--- config.mk ---
export PLATFORM = sky130hd
export DESIGN_NAME = mux9_rr_arbiter
export DESIGN_NICKNAME = d
export VERILOG_FILES = /design/src/rtl/mux9_rr_arbiter_pkg.sv /design/src/rtl/mux9_rr_arbiter_rr_pick9.sv /design/src/rtl/mux9_rr_arbiter.sv
export SDC_FILE = /design/constraint.sdc
export NUM_CORES = 1
export LEC_CHECK = 0
export ABC_AREA = 1
export BUFFER_PORTS_ARGS = -buffer_cell sky130_fd_sc_hd__buf_2
export CAP_MARGIN = 20
export CORE_UTILIZATION = 35
export DETAILED_ROUTE_END_ITERATION = 6
export MAX_ROUTING_LAYER = met4
export PLACE_DENSITY = 0.67
export SYNTH_ARGS = -nofsm -noshare
export SYNTH_HDL_FRONTEND = slang
export SYNTH_SLANG_ARGS = --single-unit
--- constraint.sdc ---
create_clock -name clk -period 6.65 [get_ports clk]
set_input_delay 0.9975 -clock clk [delete_from_list [all_inputs] [get_ports clk]]
set_output_delay 0.9975 -clock clk [all_outputs]
set_load 0.03 [all_outputs]
--- src/rtl/mux9_rr_arbiter_pkg.sv ---
// Shared constants, output-register record and mod-9 index helper for the 9-way round-robin arbiter.
// No state, no latency, no backpressure: pure definitions.
package mux9_rr_arbiter_pkg;

  localparam int ARB_N    = 9;
  localparam int ARB_W    = 16;
  localparam int ARB_SELW = 4;

  localparam logic [ARB_SELW-1:0] SEL_IDLE  = 4'hF;
  localparam logic [ARB_SELW-1:0] PTR_RST   = 4'd8;
  localparam logic [ARB_W-1:0]    DATA_IDLE = 16'hFFFF;

  typedef struct packed {
    logic                vld;
    logic [ARB_SELW-1:0] sel;
    logic [ARB_W-1:0]    dat;
  } out_reg_t;

  // Both operands are in 0..8, so a single conditional subtract gives the mod-9 sum.
  function automatic logic [ARB_SELW-1:0] wrap9_add(input logic [ARB_SELW-1:0] a,
                                                    input logic [ARB_SELW-1:0] b);
    logic [ARB_SELW:0] sum;
    sum = {1'b0, a} + {1'b0, b};
    if (sum >= 5'd9) sum = sum - 5'd9;
    return sum[ARB_SELW-1:0];
  endfunction

endpackage

--- src/rtl/mux9_rr_arbiter_rr_pick9.sv ---
// Combinational round-robin pick among 9 requesters; ptr itself is lowest priority.
// Zero latency; no backpressure of its own.
module rr_pick9
  import mux9_rr_arbiter_pkg::*;
(
  input  logic [ARB_N-1:0]    req,
  input  logic [ARB_SELW-1:0] ptr,
  output logic [ARB_SELW-1:0] winner,
  output logic                any
);

  logic [ARB_SELW-1:0] base;
  logic [ARB_N-1:0]    rot;
  logic [ARB_SELW-1:0] off;

  always_comb begin
    base = (ptr >= 4'd8) ? 4'd0 : ptr + 4'd1;
    rot  = '0;
    for (int k = 0; k < ARB_N; k++) begin
      rot[k] = req[wrap9_add(base, 4'(k))];
    end
    // Descending scan so the lowest rotated position wins.
    off = '0;
    for (int k = ARB_N - 1; k >= 0; k--) begin
      if (rot[k]) off = 4'(k);
    end
    any    = |req;
    winner = any ? wrap9_add(base, off) : SEL_IDLE;
  end

endmodule

--- src/rtl/mux9_rr_arbiter.sv ---
// Round-robin 9:1 select of 16-bit words into a valid/ready output register; req in cycle t -> out_valid in t+1.
// Holds output and withholds gnt while out_valid && !out_ready; accept-and-reload in one edge gives 1 word/cycle.
module mux9_rr_arbiter
  import mux9_rr_arbiter_pkg::*;
(
  input  logic                   clk,
  input  logic                   reset,
  input  logic [ARB_N-1:0]       req,
  input  logic [ARB_N*ARB_W-1:0] data_in,
  output logic [ARB_N-1:0]       gnt,
  output logic [ARB_W-1:0]       out_data,
  output logic [ARB_SELW-1:0]    out_sel,
  output logic                   out_valid,
  input  logic                   out_ready,
  output logic                   busy
);

  out_reg_t            out_q, out_d;
  logic [ARB_SELW-1:0] ptr_q, ptr_d;
  logic [ARB_SELW-1:0] winner;
  logic                any;
  logic                load;
  logic [ARB_W-1:0]    win_word;

  rr_pick9 u_pick (
    .req    (req),
    .ptr    (ptr_q),
    .winner (winner),
    .any    (any)
  );

  always_comb begin
    case (winner)
      4'd0:    win_word = data_in[0*ARB_W +: ARB_W];
      4'd1:    win_word = data_in[1*ARB_W +: ARB_W];
      4'd2:    win_word = data_in[2*ARB_W +: ARB_W];
      4'd3:    win_word = data_in[3*ARB_W +: ARB_W];
      4'd4:    win_word = data_in[4*ARB_W +: ARB_W];
      4'd5:    win_word = data_in[5*ARB_W +: ARB_W];
      4'd6:    win_word = data_in[6*ARB_W +: ARB_W];
      4'd7:    win_word = data_in[7*ARB_W +: ARB_W];
      4'd8:    win_word = data_in[8*ARB_W +: ARB_W];
      default: win_word = DATA_IDLE;
    endcase
  end

  always_comb begin
    load  = any && (!out_q.vld || out_ready) && !reset;
    gnt   = '0;
    out_d = out_q;
    ptr_d = ptr_q;
    if (load) begin
      gnt[winner] = 1'b1;
      out_d       = '{vld: 1'b1, sel: winner, dat: win_word};
      ptr_d       = winner;
    end else if (out_q.vld && out_ready) begin
      // Drained with nothing waiting: return to the idle markers, keep ptr.
      out_d = '{vld: 1'b0, sel: SEL_IDLE, dat: DATA_IDLE};
    end
  end

  always_ff @(posedge clk) begin
    if (reset) begin
      out_q <= '{vld: 1'b0, sel: SEL_IDLE, dat: DATA_IDLE};
      ptr_q <= PTR_RST;
    end else begin
      out_q <= out_d;
      ptr_q <= ptr_d;
    end
  end

  assign out_data  = out_q.dat;
  assign out_sel   = out_q.sel;
  assign out_valid = out_q.vld;
  assign busy      = out_q.vld;

endmodule
==> reports/metrics.yaml <==
outcome:
  status: "completed"
global_route:
  grt_util_all_layers: 0.2674
  grt_max_degree: 22
  grt_pass1_vias: 5427
  antenna_found_initial: 0
  globalRoute.totalOverflow: 0
  grt_pass1_wl_um: 26410
cells_and_area:
  regArea_sq_um: 505.5
  num_antenna_cells: 0
  area_delta_synth_final_pct: 37.52
  fin_nets: 1214
  fillers: 1318
  final_common_cell: "nand2_1"
  drive_gt1_frac: 0.3049
  final_cell_mix: "nand2_1, buf_2, inv_1, nand3_1, nor2_1"
  multi_input_area_sq_um: 3567
floorplan:
  dieArea_sq_um: 13020
  initial_core_util: 0.3631
  core_area_sq_um: 12110
  io_pins: 187
  dieHeight_um: 114.1
  rows: 40
  die_width_um: 114.1
yosys:
  ys_seq_area_frac: 0.1138
  syn-instance-count: 812
  synth_warnings: 0
  synthesis.nets: 995
  syn-cell-area_sq_um: 4398
  avgSynthCellArea_sq_um: 5.416
  ys_ff_latch: 25
  yosysUniqueCellTypes: 46
sta:
  worst_pin_slew_ns: 0.6834
  finalHoldViolCount: 0
  fin_crit_sh: 0.9522
  final.setup_skew_ns: 0.004900
  hold_ws_ns: 0.4832
  slew_viol_final: 0
  fmax_mhz: 157.9
  rsz0062_at_grt: "yes"
  setup_viol: 0
  relSlewSlack: 0.5409
  fin_crit_ns: 6.332
drt:
  top_layer: "met4"
  vias: 6091
  wire_per_inst_um: 14.62
  wl_met1_um: 7239
  drc: 0
  wl_met2_um: 8462
  drt-vias-per-instance: 5.084
  drt_first_iter_violations: 424
  drtPass1Iterations: 6
  detail-route-antenna-nets: 0
  finalWirelength_um: 17520
  dr_wl_met3_um: 1185
run:
  drv_cap: 0
clock_tree:
  cts_tree: "built"
  clk_pin_slew_ns: 0.07
  h-tree-depth: 1
  numCtsBuffers: 3
  cts_hold_buf: 0
  insertion_delay_ns: 0.27
  clk_path_buf_depth: 2
  cts.sinks: 25
  root_buffer: "clkbuf_16"
place:
  io_buffer_count: 186
  hpwl_um: 14290
  place_congestion: 0.9852
worst_setup_path:
  start_kind: "flop"
  cp_common_cell: "nand2_1"
  cp-end-kind: "primary output"
  required_ns: 5.65
  rrSetupSlack_ns: 0.90
  cp_max_fo: 9
  cp_slowest_cell: "o41ai_1"
  critPathKind: "reg -> out"
  worstPathArrival_ns: 5.33
  critPathMaxStageDelay_ns: 0.52
min_path:
  hold_class: "reg -> reg"
-- critical path, delay by kind of cell (launching register included) --
kind	cells	cell delay (ns)
DFF	1	0.36
and+or+nand+nor	16	1.70
AOI/OAI and AO/OA	4	0.91
adders and majority gates	5	1.29
xor gates and xnor gates	1	0.17
buffers and inverters	6	0.62
-- synthesized netlist by cell type, drive strengths merged --
| cell type | instances | area [sq um] |
|---|---|---|
| nand2 | 348 | 1344 |
| inv | 82 | 307.8 |
| nand3 | 72 | 377.9 |
| nor2 | 61 | 292.8 |
| o21ai | 60 | 307.8 |
| a21oi | 36 | 210.2 |
| ha | 26 | 325.3 |
| dfxtp | 25 | 500.5 |
| nand4 | 21 | 131.4 |
| buf | 13 | 100.1 |
| nor3 | 12 | 60.06 |
| o211ai | 11 | 87.58 |
| xor2 | 9 | 86.34 |
| clkbuf | 8 | 30.03 |
| nand3b | 5 | 50.05 |
| o21bai | 4 | 30.03 |
| o22ai | 4 | 25.02 |
| a31oi | 2 | 12.51 |
| or2 | 2 | 15.02 |
| xnor2 | 2 | 17.52 |
| a21boi | 1 | 7.510 |
| and2 | 1 | 8.760 |
| and3 | 1 | 6.260 |
| clkinv | 1 | 8.760 |
| fa | 1 | 20.02 |
| nor3b | 1 | 12.51 |
| nor4 | 1 | 6.260 |
| o31ai | 1 | 7.510 |
| o41ai | 1 | 8.760 |
-- flip-flops by register name, indices dropped and copies added, names as in the netlist --
register  count
out_data     16
out_sel       4
ptr_q         4
busy          1
-- cell type report --
cell class / count / area share
repair buffers: 235 / 0.2251
clock buffers: 3 / 0.01241
inverters: 83 / 0.05296
clock inverters: 1 / 0.001448
flip-flops and latches: 25 / 0.08357
well taps: 168 / 0.03475
multi-input cells: 683 / 0.5898
-- kinds of logic after synthesis --
family | count (synthesis) | synth area share
compound gates | 120 | 0.1585
xor+xnor | 11 | 0.02362
fa+ha+maj | 27 | 0.07852
buf+inv | 104 | 0.1016
flops | 25 | 0.1138
simple gates | 525 | 0.5240
-- layer usage --
metal	vias up	global-route usage
met4	0	0.1048
met1	2707	0.3200
met3	47	0.03812
met2	274	0.4525
met5	-	-
li1	3063	-
-- stage by stage --
| stage | cells | setup WS [ns] | cell area, sq um | setup TNS (ns) | utilization |
|---|---|---|---|---|---|
| 2_1_floorplan | 812 | 0.3677 | 4398 | 0 | - |
| 5_1_grt | 1198 | -0.05859 | 6048 | -0.2660 | 0.4994 |
| 3_3_place_gp | 1188 | 0.2331 | 5782 | 0 | 0.4774 |
| 6_report | 1198 | 0.3180 | 6048 | 0 | 0.4994 |
| 4_1_cts | 1194 | 0.02664 | 5889 | 0 | 0.4863 |
| 3_5_place_dp | 1188 | 0.1451 | 5782 | 0 | 0.4774 |
-- what timing repair did --
item | in CTS | in global routing
setup buffers | 2 | 4
pin swaps | 0 | 6
gates cloned | 0 | 0
resized for setup | 3 | 49
setup endpoints to repair | 9 | 9
-- path summary, 6_finish.rpt --
path,endpoint,from,cells after the start
setup reg to reg,out_data[6]$_SDFFE_PP1P_,ptr_q[0]$_SDFFE_PP0P_,36
hold / removal,out_data[2]$_SDFFE_PP1P_,out_data[2]$_SDFFE_PP1P_,2
setup / recovery,gnt[2],ptr_q[0]$_SDFFE_PP0P_,32
hold reg to reg,out_data[2]$_SDFFE_PP1P_,out_data[2]$_SDFFE_PP1P_,2
Power is not shown: default switching activity piles up to over one toggle a cycle in this logic, so the estimate is an artifact.
